$ cat config.mk
export PLATFORM = sky130hd
export DESIGN_NAME = jt12_acc_sched
export DESIGN_NICKNAME = d
export VERILOG_FILES = /design/src/rtl/jt12_acc_sched.sv
export SDC_FILE = /design/constraint.sdc
export NUM_CORES = 1
export LEC_CHECK = 0
export ABC_AREA = 1
export BUFFER_PORTS_ARGS = -buffer_cell sky130_fd_sc_hd__buf_4
export CORE_AREA = 3 3 123 125
export CTS_BUF_LIST = sky130_fd_sc_hd__clkbuf_16
export CTS_CLUSTER_SIZE = 16
export DETAILED_ROUTE_END_ITERATION = 10
export DIE_AREA = 0 0 126 128
export GPL_TIMING_DRIVEN = 1
export PLACE_DENSITY_LB_ADDON = 0.3
export SLEW_MARGIN = 10
export SYNTH_ARGS = -nofsm -noshare
export SYNTH_HDL_FRONTEND = slang
export SYNTH_SLANG_ARGS = --single-unit
$ cat constraint.sdc
create_clock -name clk -period 6.08 [get_ports clk]
set_clock_uncertainty 0.1 [all_clocks]
set_input_delay 0.608 -clock clk [delete_from_list [all_inputs] [get_ports clk]]
set_output_delay 0.608 -clock clk [all_outputs]
set_load 0.02 [all_outputs]
$ cat src/rtl/jt12_acc_sched.sv
// Slot sequencer for the FM left/right accumulators: walks the 24 operator slots,
// drives zero/sum_en/pcm_sel/snd_stb and double-buffers per-channel alg/pan/dac config.
module jt12_acc_sched #(
    parameter logic [2:0] ALG_RST = 3'd0,
    parameter logic [1:0] PAN_RST = 2'b11
) (
    input  logic       clk,
    input  logic       rst,
    input  logic       clk_en,
    input  logic       cfg_we,
    input  logic [2:0] cfg_ch,
    input  logic [2:0] cfg_alg,
    input  logic [1:0] cfg_pan,
    input  logic       dac_en,
    output logic [4:0] slot,
    output logic [2:0] ch,
    output logic [1:0] op,
    output logic       zero,
    output logic       sum_en_l,
    output logic       sum_en_r,
    output logic       pcm_sel,
    output logic       snd_stb
);

    typedef enum logic [1:0] {
        OP_S1 = 2'd0,
        OP_S2 = 2'd1,
        OP_S3 = 2'd2,
        OP_S4 = 2'd3
    } op_e;

    logic [4:0] slot_q, slot_d;
    logic [2:0] ch_q, ch_d;
    op_e        op_q, op_d;
    logic       zero_q, zero_d;
    logic       suml_q, suml_d;
    logic       sumr_q, sumr_d;
    logic       pcm_q, pcm_d;
    logic       stb_q, stb_d;

    logic [2:0] sh_alg_q  [0:5];
    logic [1:0] sh_pan_q  [0:5];
    logic [2:0] act_alg_q [0:5];
    logic [1:0] act_pan_q [0:5];
    logic       sh_dac_q;
    logic       act_dac_q;

    logic       wrap;
    logic [2:0] alg_e;
    logic [1:0] pan_e;
    logic       dac_e;
    logic       dac_slot;
    logic       carrier;

    function automatic logic is_carrier(input logic [2:0] alg, input op_e o);
        logic c;
        c = 1'b0;
        case (alg)
            3'd4:       c = (o == OP_S2) || (o == OP_S4);
            3'd5, 3'd6: c = (o != OP_S1);
            3'd7:       c = 1'b1;
            default:    c = (o == OP_S4);
        endcase
        return c;
    endfunction

    assign wrap = (slot_q == 5'd23);

    always_comb begin
        slot_d   = slot_q;
        ch_d     = ch_q;
        op_d     = op_q;
        zero_d   = zero_q;
        suml_d   = suml_q;
        sumr_d   = sumr_q;
        pcm_d    = pcm_q;
        stb_d    = stb_q;
        alg_e    = '0;
        pan_e    = '0;
        dac_e    = 1'b0;
        dac_slot = 1'b0;
        carrier  = 1'b0;
        if (clk_en) begin
            slot_d = wrap ? '0 : slot_q + 5'd1;
            ch_d   = (ch_q == 3'd5) ? '0 : ch_q + 3'd1;
            // operator groups advance every 6 slots in the order S1, S3, S2, S4
            if (ch_q == 3'd5) begin
                case (op_q)
                    OP_S1:   op_d = OP_S3;
                    OP_S3:   op_d = OP_S2;
                    OP_S2:   op_d = OP_S4;
                    default: op_d = OP_S1;
                endcase
            end
            // slot 0 is computed from the shadows, which become active on this same edge
            alg_e    = wrap ? sh_alg_q[ch_d] : act_alg_q[ch_d];
            pan_e    = wrap ? sh_pan_q[ch_d] : act_pan_q[ch_d];
            dac_e    = wrap ? sh_dac_q : act_dac_q;
            dac_slot = dac_e && (ch_d == 3'd5);
            carrier  = dac_slot ? (op_d == OP_S4) : is_carrier(alg_e, op_d);
            suml_d   = carrier & pan_e[1];
            sumr_d   = carrier & pan_e[0];
            pcm_d    = dac_slot && (op_d == OP_S4);
            zero_d   = (slot_d == 5'd0);
            stb_d    = (slot_d == 5'd1);
        end
    end

    always_ff @(posedge clk) begin
        if (rst) begin
            slot_q    <= 5'd23;
            ch_q      <= 3'd5;
            op_q      <= OP_S4;
            zero_q    <= 1'b0;
            suml_q    <= 1'b0;
            sumr_q    <= 1'b0;
            pcm_q     <= 1'b0;
            stb_q     <= 1'b0;
            sh_dac_q  <= 1'b0;
            act_dac_q <= 1'b0;
            for (int unsigned i = 0; i < 6; i++) begin
                sh_alg_q[i]  <= ALG_RST;
                sh_pan_q[i]  <= PAN_RST;
                act_alg_q[i] <= ALG_RST;
                act_pan_q[i] <= PAN_RST;
            end
        end else begin
            slot_q <= slot_d;
            ch_q   <= ch_d;
            op_q   <= op_d;
            zero_q <= zero_d;
            suml_q <= suml_d;
            sumr_q <= sumr_d;
            pcm_q  <= pcm_d;
            stb_q  <= stb_d;
            if (clk_en && wrap) begin
                act_dac_q <= sh_dac_q;
                for (int unsigned i = 0; i < 6; i++) begin
                    act_alg_q[i] <= sh_alg_q[i];
                    act_pan_q[i] <= sh_pan_q[i];
                end
            end
            if (cfg_we && (cfg_ch <= 3'd5)) begin
                sh_alg_q[cfg_ch] <= cfg_alg;
                sh_pan_q[cfg_ch] <= cfg_pan;
            end
            sh_dac_q <= dac_en;
        end
    end

    assign slot     = slot_q;
    assign ch       = ch_q;
    assign op       = op_q;
    assign zero     = zero_q;
    assign sum_en_l = suml_q;
    assign sum_en_r = sumr_q;
    assign pcm_sel  = pcm_q;
    assign snd_stb  = stb_q;

endmodule

==> out/metrics.cfg, run 1 <==
[die]
die_area_um2=16100
core-area_um2=14000
placementRows=43
pin_count=28
die_h_um=128
die_w_um=126
start_util=0.304

[setup_path]
critPathMaxStageDelay_ns=0.89
worstPathCellList=ha_1, nand2_1, inv_1, nand3_2, nor2_1, inv_1, nand2_1
required_ns=5.93
reg2reg_depth=7
cp-end-kind=register
r2r_slack_ns=3.30
crit_arrival_ns=2.63
r2r-end=act_pan_q[3][1]
critPathKind=reg2reg
crit_slowest_cell=nand2_1
path_max_fanout=31
setup.worst_path.start_class=register
regToRegStartpoint=slot[0]

[power_and_ir_drop]
p_leak_nw=2.03
peakVddDrop_uv=142
cellPowerDensity_nw_per_um2=302
power.total_mw=1.48

[logic_synthesis]
yosysSeqAreaShare=0.575
ys_seq_elements=87
synth_area_per_cell_um2=8.79
synth_warnings=0
syn_inst=483
synth_cell_types=32
synth_area_um2=4250

[clocking]
cts_resized=0
cts_sinks=87
path_clk_slew_ns=0.06
cts-root-buf=clkbuf_16
h-tree-depth=3
postCtsHoldBufs=0
cts_buffer_depth=2
cts_buffers=9
clock_latency_ns=0.34
cts_setup_buffers=0
tritoncts=done

[worst_hold_path]
hold_depth=2
min_to=zero
min_from=zero
worstHoldPathType=reg2reg

[route]
num_vias=3125
wire_per_inst_um=13.2
drt-initial-drc-count=215
wl_um=9250
routed_via_density=4.47
first_pass_iters=5
ant_nets=0
drc=0

[grt]
antenna_found_initial=0
met1_usage=0.162
grt_pass1_vias=3087
gr-max-usage-layer=met2
grt_max_degree=48
grt.total_usage=0.119
use_met2=0.191
gr-usage-met3=0.0258
grt_overflow=0
grt_pass1_wl_um=15300

[cells_and_area]
drive_gt1_frac=0.121
final_core_util=0.351
area_delta_synth_final_pct=15.5
fin_nets=531
final_cell_area_um2=4900
finalNonFillerCells=699
n_antenna_cell=0

[sta]
finalMaxSlewViolations=0
relSlewSlack=0.198
worst_pin_slew_ns=1.20
fin_crit_ns=2.78
fmax_mhz=360
tns_ns=0
rsz0062_at_grt=false
fin_crit_sh=0.457
hold_viol_final=0
setup_viol=0

[place]
dpl_cell_area_um2=4610
place_hpwl_um=6610
gp_congestion=0.785
port_buffers=27
dp_cells=683

[job]
maxCapViolCount=0

[outcome]
status=completed

==> registers in the layout (all words and copies together), names as in the netlist <==
register and cells:
op 2, sh_pan_q 16, pcm_sel 1, slot 5
sum_en_l 1, act_dac_q 1, act_pan_q 12, sh_dac_q 1
act_alg_q 18, sh_alg_q 24, sum_en_r 1, snd_stb 1
ch 3, zero 1
==> cells in the mapped netlist, drive strengths merged <==
| library cell | n | area, µm² |
|---|---|---|
| nor3 | 2 | 10.0 |
| nor2 | 70 | 270 |
| o21ai | 42 | 221 |
| o31ai | 1 | 7.51 |
| or2 | 6 | 37.5 |
| nand4 | 2 | 12.5 |
| a21oi | 28 | 151 |
| ha | 4 | 50.1 |
| a21boi | 1 | 11.3 |
| edfxtp | 70 | 2100 |
| a21o | 1 | 7.51 |
| conb | 1 | 3.75 |
| clkinv | 1 | 3.75 |
| a31oi | 3 | 18.8 |
| nand2 | 126 | 485 |
| dfxtp | 17 | 340 |
| inv | 64 | 240 |
| nand3 | 22 | 128 |
| clkbuf | 4 | 15.0 |
| buf | 13 | 93.8 |
| o211ai | 5 | 37.5 |
==> final cells by class <==
class / count / area (µm²)
repair buffers: 28 / 210
clock buffers: 9 / 225
inverters: 65 / 244
flip-flops and latches: 87 / 2440
well taps: 180 / 225
multi-input cells: 323 / 1490
clock inverters: 7 / 71.3
fillers: 1462 / 9080
==> per-layer routing <==
layer	vias up	wire length (µm)	part of all wire
met1	1433	4530	0.49
met4	0	82	0.0089
met2	65	4230	0.46
met5	-	0	0
met3	6	410	0.044
li1	1621	-	-
==> report_power, final <==
group	internal (mW)	switching (mW)	leakage, nW
Sequential	0.686	0.0195	0.807
Combinational	0.0708	0.155	1.07
Clock	0.319	0.232	0.145
Total	1.08	0.407	2.03
==> through the flow <==
step | hold slack (ns) | setup WS [ns]
after detailed placement | 0.364 | 3.26
after global placement | 0.362 | 3.27
after CTS | 0.375 | 3.25
after floorplan | 0.329 | 3.65
final | 0.376 | 3.30
after global routing | 0.403 | 2.99
==> critical path: cells and delay by family, from the launching register on <==
family / cells / cell delay (ns)
AND/OR/NAND/NOR: 4 / 1.41
flip-flops: 1 / 0.44
buffers and inverters: 2 / 0.24
adder cells (fa/ha/maj): 1 / 0.21
==> logic make-up (layout without fill, tap and decap cells) <==
logic type / count (synthesis) / after routing / share of synthesized area
compound gates: 81 / 81 / 0.107
simple gates: 228 / 228 / 0.222
other cells: 1 / 10 / 0.000883
buf+inv: 82 / 109 / 0.0831
flops: 87 / 87 / 0.575
fa+ha+maj: 4 / 4 / 0.0118
==> cells in the final DEF (no fill, tap or decap), types with 4 or more instances in the layout <==
master | synthesis | layout
inv_2 | 4 | 4
ha_1 | 4 | 4
o211ai_1 | 5 | 5
clkbuf_16 | 0 | 9
nand2_1 | 123 | 123
inv_1 | 60 | 61
edfxtp_1 | 70 | 70
o21ai_0 | 41 | 41
buf_4 | 2 | 28
nor2_1 | 69 | 69
conb_1 | 1 | 10
nand3_1 | 20 | 20
dfxtp_1 | 17 | 17
or2_2 | 6 | 6
a21oi_1 | 25 | 25
==> how the worst max path moves through the flow <==
stage | slack (ns) | to | startpoint
5_1_grt | 2.99 | act_alg_q[2][0] | slot[0]
4_1_cts | 3.25 | act_alg_q[0][2] | slot[0]
3_3_place_gp | 3.27 | act_alg_q[2][0] | rst
3_5_place_dp | 3.26 | act_alg_q[2][0] | slot[0]
2_1_floorplan | 3.65 | act_alg_q[0][0] | slot[0]
6_report | 3.30 | act_pan_q[3][1] | slot[0]
No activity file was read; power rests on OpenSTA's default activity.
==> run 2, diff against run 1 <==
==> constraint.sdc (replaced) <==
create_clock -name clk -period 2.58 [get_ports clk]
set_clock_uncertainty 0.1 [all_clocks]
set_input_delay 0.258 -clock clk [delete_from_list [all_inputs] [get_ports clk]]
set_output_delay 0.258 -clock clk [all_outputs]
set_load 0.02 [all_outputs]
==> run 2 against run 1 <==
  * First-iteration DRC count down 25%
  * Hold slack worse by 0.35 ns
  * Global-route usage up 0.43 points
  * Via count up 2.4%
  * Critical path depth up 2
  * Flip-flop and latch count unchanged
  * Total power up 130%
  * Clock power up 120%
  * Largest cell class unchanged
==> out/metrics.cfg, run 2 (synthesized netlist as in run 1, its figures left out) <==
[sta]
relSlewSlack=0.585  ; was 0.198
hold_slack_ns=0.0303  ; was 0.376 ns
tns_ns=0  ; unchanged
hold_viol_final=0  ; unchanged
setup_viol=0  ; unchanged
finalMaxSlewViolations=0  ; unchanged
fin_crit_sh=0.905  ; was 0.457
fmax_mhz=428  ; was 360 MHz
setup_ws_ns=0.244  ; was 3.30 ns
worst_pin_slew_ns=0.617  ; was 1.20 ns
fin_crit_ns=2.34  ; was 2.78 ns
rsz0062_at_grt=false  ; unchanged

[die]
die_h_um=128  ; unchanged
pin_count=28  ; unchanged
die_w_um=126  ; unchanged
start_util=0.304  ; unchanged
placementRows=43  ; unchanged
die_area_um2=16100  ; unchanged
core-area_um2=14000  ; unchanged

[grt]
grt.total_usage=0.123  ; was 0.119
grt_pass1_vias=3090  ; was 3087
grt_pass1_wl_um=15700  ; was 15300 µm
grt_overflow=0  ; unchanged
grt_max_degree=31  ; was 48
antenna_found_initial=0  ; unchanged

[cells_and_area]
fin_nets=537  ; was 531
multiInputGateArea_um2=1490  ; about the same
final_cell_mix=123 x nand2_1, 70 x edfxtp_1, 68 x nor2_1  ; was 123 x nand2_1, 70 x edfxtp_1, 69 x nor2_1
drive_gt1_frac=0.133  ; was 0.121
area_delta_synth_final_pct=16.4  ; was 15.5%
n_antenna_cell=0  ; unchanged
final_cell_area_um2=4940  ; was 4900 µm²
top_register=sh_alg_q  ; unchanged
largest_register_ffs=24  ; unchanged
finalNonFillerCells=705  ; was 699
final_core_util=0.353  ; was 0.351
fillers=1456  ; was 1462
largest_registers=sh_alg_q: 24 flops, act_alg_q: 18 flops, sh_pan_q: 16 flops  ; unchanged
final_common_cell=nand2_1  ; unchanged
ff_latch_area_um2=2440  ; unchanged

[setup_path]
path_buf_inv=3  ; was 2
timing.critical_path.mode_cell=inv_1
critPathTopFamily=simple AND/OR/NAND/NOR gates  ; unchanged
path_max_fanout=24  ; was 31
reg2reg_depth=9  ; was 7
crit_start=slot[0]  ; unchanged
worstPathCellList=ha_1, nand2_1, inv_1, nand3_2, nor2_2, inv_1, nor2_4, inv_4, or2_2  ; was ha_1, nand2_1, inv_1, nand3_2, nor2_1, inv_1, nand2_1
r2r_slack_ns=0.24  ; was 3.30 ns
cp-end-kind=register  ; unchanged
r2r-end=act_pan_q[5][0]  ; was act_pan_q[3][1]
crit_slowest_cell=dfxtp_1  ; was nand2_1
setup.worst_path.start_class=register  ; unchanged
regToRegStartpoint=slot[0]  ; unchanged
critPathMaxStageDelay_ns=0.43  ; was 0.89 ns
required_ns=2.57  ; was 5.93 ns
critPathKind=reg2reg  ; unchanged
crit_arrival_ns=2.33  ; was 2.63 ns

[route]
drc=0  ; unchanged
ant_nets=0  ; unchanged
drt-initial-drc-count=162  ; was 215
wl_um=9370  ; was 9250 µm
first_pass_iters=4  ; was 5
num_vias=3201  ; was 3125
routed_via_density=4.54  ; was 4.47
wire_per_inst_um=13.3  ; was 13.2 µm

[clocking]
cts_sinks=87  ; unchanged
cts_buffers=9  ; unchanged
tritoncts=done  ; unchanged
cts_resized=0  ; unchanged
cts-root-buf=clkbuf_16  ; unchanged
path_clk_slew_ns=0.06  ; about the same
clock_latency_ns=0.34  ; about the same
h-tree-depth=3  ; unchanged
cts_setup_buffers=0  ; unchanged
cts_buffer_depth=2  ; unchanged
postCtsHoldBufs=0  ; unchanged

[worst_hold_path]
hold_depth=3  ; was 2
min_to=sh_dac_q  ; was zero
worstHoldPathType=in2reg  ; was reg2reg
min_from=dac_en  ; was zero

[place]
dp_cells=689  ; was 683
pre_cts_ws_ns=0.113  ; was 3.26 ns
port_buffers=27  ; unchanged
dpl_cell_area_um2=4670  ; was 4610 µm²
place_hpwl_um=7020  ; was 6610 µm
gp_congestion=0.815  ; was 0.785

[power_and_ir_drop]
cellPowerDensity_nw_per_um2=688  ; was 302 nW/µm²
peakVddDrop_uv=321  ; was 142 µV
power.total_mw=3.40  ; was 1.48 mW
p_leak_nw=2.04  ; was 2.03 nW

[job]
maxCapViolCount=0  ; unchanged

[outcome]
status=completed  ; unchanged

## run 2: cell types whose count changed in the layout (fill, tap and decap cells not counted), sizes merged
cell      delta
bufinv       -1
inv          -1
buf          +6
clkinvlp     +2
## run 2: worst min-delay path, delay by kind of cell
kind | cells | cell delay (ns)
buffers and inverters | 2 | 0.11
and+or+nand+nor | 1 | 0.07
## run 2: area by class of cell
| cell class | count | share of cell area |
|---|---|---|
| clock buffer | 9 | 0.0456 |
| inverter | 65 | 0.0499 |
| tap | 180 | 0.0456 |
| clock inverter | 7 | 0.00962 |
| sequential | 87 | 0.494 |
| multi-input combinational | 323 | 0.301 |
| timing repair buffer | 34 | 0.0542 |
## run 2: layer usage
layer  wire (µm)  part of all wire  global-route usage
met1        4540              0.48               0.169
met2        4240              0.45               0.188
met3         461             0.049              0.0292
met4         127             0.014              0.0492
met5           0                 0                   0
## run 2: how the worst max path moves through the flow
stage / cells past startpoint / slack (ns) / end
CTS: 9 / 0.09 / act_pan_q[5][0]
finish: 9 / 0.24 / act_pan_q[5][0]
global placement: 9 / 0.13 / act_pan_q[2][1]
detailed placement: 9 / 0.11 / act_pan_q[5][0]
floorplan: 7 / 0.15 / act_alg_q[0][0]
global route: 16 / 0.007 / sum_en_r
## run 2: report_power, final
part / switching (mW) / total (mW) / internal (mW)
registers: 0.0548 / 1.67 / 1.61
logic: 0.355 / 0.535 / 0.180
clock network: 0.546 / 1.20 / 0.652
total: 0.956 / 3.40 / 2.45
==> run 3, diff against run 2 <==
--- a/config.mk
+++ b/config.mk
@@ -13,6 +13,7 @@
 export DETAILED_ROUTE_END_ITERATION = 10
 export DIE_AREA = 0 0 126 128
 export GPL_TIMING_DRIVEN = 1
+export MAX_ROUTING_LAYER = met4
 export PLACE_DENSITY_LB_ADDON = 0.3
 export SLEW_MARGIN = 10
 export SYNTH_ARGS = -nofsm -noshare
==> run 3 against run 2 <==
  * Core utilization did not move
  * Final area unchanged
  * Clock-buffer cell count is the same
  * First-iteration DRC count fell by 2.5%
  * Combinational power is essentially flat
  * Worst setup slack hardly changed
  * Flip-flop and latch count unchanged
  * Critical path depth is the same
  * Global-route usage rose by 0.41 points
  * Wire length is 0.45% higher
  * Total power about the same
==> out/metrics.cfg, run 3 (synthesized netlist as in run 1, its figures left out) <==
[sta]
fin_crit_sh=0.906  ; was 0.905
finalMaxSlewViolations=0  ; unchanged
hold_viol_final=0  ; unchanged
fmax_mhz=428  ; about the same
worst_pin_slew_ns=0.598  ; was 0.617 ns
tns_ns=0  ; unchanged
setup_viol=0  ; unchanged
relSlewSlack=0.597  ; was 0.585
fin_crit_ns=2.34  ; about the same
rsz0062_at_grt=false  ; unchanged

[cells_and_area]
ff_latch_area_um2=2440  ; unchanged
fin_nets=537  ; unchanged
top_register=sh_alg_q  ; unchanged
final_common_cell=nand2_1  ; unchanged
n_antenna_cell=0  ; unchanged
fillers=1456  ; unchanged
final_cell_area_um2=4940  ; unchanged
largest_register_ffs=24  ; unchanged
final_cell_mix=123 x nand2_1, 70 x edfxtp_1, 68 x nor2_1  ; unchanged
largest_registers=sh_alg_q: 24 flops, act_alg_q: 18 flops, sh_pan_q: 16 flops  ; unchanged
area_delta_synth_final_pct=16.4  ; unchanged
multiInputGateArea_um2=1490  ; unchanged
drive_gt1_frac=0.133  ; unchanged

[clocking]
cts_buffer_depth=2  ; unchanged
cts_setup_buffers=0  ; unchanged
tritoncts=done  ; unchanged
cts_sinks=87  ; unchanged
path_clk_slew_ns=0.06  ; about the same
cts_buffers=9  ; unchanged
h-tree-depth=3  ; unchanged
cts_resized=0  ; unchanged
postCtsHoldBufs=0  ; unchanged
clock_latency_ns=0.35  ; was 0.34 ns
cts-root-buf=clkbuf_16  ; unchanged

[die]
placementRows=43  ; unchanged
die_h_um=128  ; unchanged
die_w_um=126  ; unchanged
core-area_um2=14000  ; unchanged
die_area_um2=16100  ; unchanged
pin_count=28  ; unchanged
start_util=0.304  ; unchanged

[power_and_ir_drop]
cellPowerDensity_nw_per_um2=689  ; was 688 nW/µm²
peakVddDrop_uv=328  ; was 321 µV
clkPwrFrac=0.352  ; about the same
p_leak_nw=2.04  ; unchanged
switchingPower_uw=958  ; was 956 µW
switching_share=0.281  ; about the same
p_int_mw=2.45  ; about the same
combPwrFrac=0.157  ; about the same
seqPwrFrac=0.490  ; was 0.491

[place]
dpl_cell_area_um2=4670  ; unchanged
gp_congestion=0.827  ; was 0.815
place_hpwl_um=7020  ; unchanged
port_buffers=27  ; unchanged

[setup_path]
crit_arrival_ns=2.33  ; about the same
critPathKind=reg2reg  ; unchanged
timing.critical_path.mode_cell=inv_1  ; unchanged
worstPathCellList=ha_1, nand2_1, inv_1, nand3_2, nor2_2, inv_1, nor2_4, inv_4, or2_2  ; unchanged
setup.worst_path.start_class=register  ; unchanged
path_max_fanout=24  ; unchanged
required_ns=2.57  ; about the same
cp-end-kind=register  ; unchanged
critPathMaxStageDelay_ns=0.43  ; about the same
crit_slowest_cell=dfxtp_1  ; unchanged

[grt]
grt_pass1_vias=3088  ; was 3090
grt_pass1_wl_um=15700  ; about the same
grt_overflow=0  ; unchanged
antenna_found_initial=0  ; unchanged
grt.total_usage=0.127  ; was 0.123
grt_max_degree=31  ; unchanged

[route]
ant_nets=0  ; unchanged
drt-initial-drc-count=158  ; was 162
wl_um=9410  ; was 9370 µm
wire_per_inst_um=13.3  ; about the same
first_pass_iters=7  ; was 4
drc=0  ; unchanged
num_vias=3219  ; was 3201
routed_via_density=4.57  ; was 4.54

[job]
maxCapViolCount=0  ; unchanged

[worst_hold_path]
worstHoldPathType=in2reg  ; unchanged

[outcome]
status=completed  ; unchanged

[run 3: cell counts in the layout (fill, tap and decap cells not counted)]
Identical to the previous run, type by type.
[run 3: cell type report]
cell class                      instances  share of cell area
Clock buffer                            9              0.0456
Clock inverter                          7             0.00962
Inverter                               65              0.0499
Multi-Input combinational cell        323               0.301
Sequential cell                        87               0.494
Tap cell                              180              0.0456
Timing Repair Buffer                   34              0.0542
[run 3: through the flow]
stage | utilization | cells | hold WS [ns] | power (mW) | setup WS, ns
final | 0.353 | 705 | 0.0285 | 3.40 | 0.244
after global routing | 0.353 | 705 | 0.0538 | 3.59 | 0.00543
after CTS | 0.353 | 705 | 0.0132 | 3.45 | 0.0917
after detailed placement | 0.334 | 689 | 0.364 | 2.24 | 0.113
after global placement | 0.334 | 689 | 0.359 | 2.23 | 0.127
after floorplan | - | 492 | 0.265 | 2.07 | 0.148
[run 3: power groups by stage]
| stage | logic, mW | registers, mW | clock network [mW] |
|---|---|---|---|
| floorplan | 0.373 | 1.70 | 0 |
| global placement | 0.531 | 1.70 | 0 |
| detailed placement | 0.536 | 1.70 | 0 |
| CTS | 0.538 | 1.67 | 1.24 |
| global route | 0.612 | 1.68 | 1.30 |
| finish | 0.536 | 1.67 | 1.20 |
[run 3: per-layer routing]
layer | up-vias | global-route usage | part of all wire
li1 | 1631 | - | -
met1 | 1497 | 0.170 | 0.48
met2 | 76 | 0.188 | 0.45
met3 | 15 | 0.0296 | 0.050
met4 | 0 | 0.0511 | 0.019
met5 | - | - | 0
[run 3: worst paths after layout]
path | cells past startpoint | end | slack (ns) | from
max | 9 | act_pan_q[1][0] | 0.24 | slot[0]
min | 3 | sh_dac_q | 0.03 | dac_en
min reg2reg | 2 | zero | 0.37 | zero
max reg2reg | 9 | act_pan_q[1][0] | 0.24 | slot[0]
[run 3: critical path: cells and delay by family, from the launching register on]
kind,cells,cell delay [ns]
buf+inv,3,0.38
flops,1,0.43
simple gates,5,0.96
fa+ha+maj,1,0.20
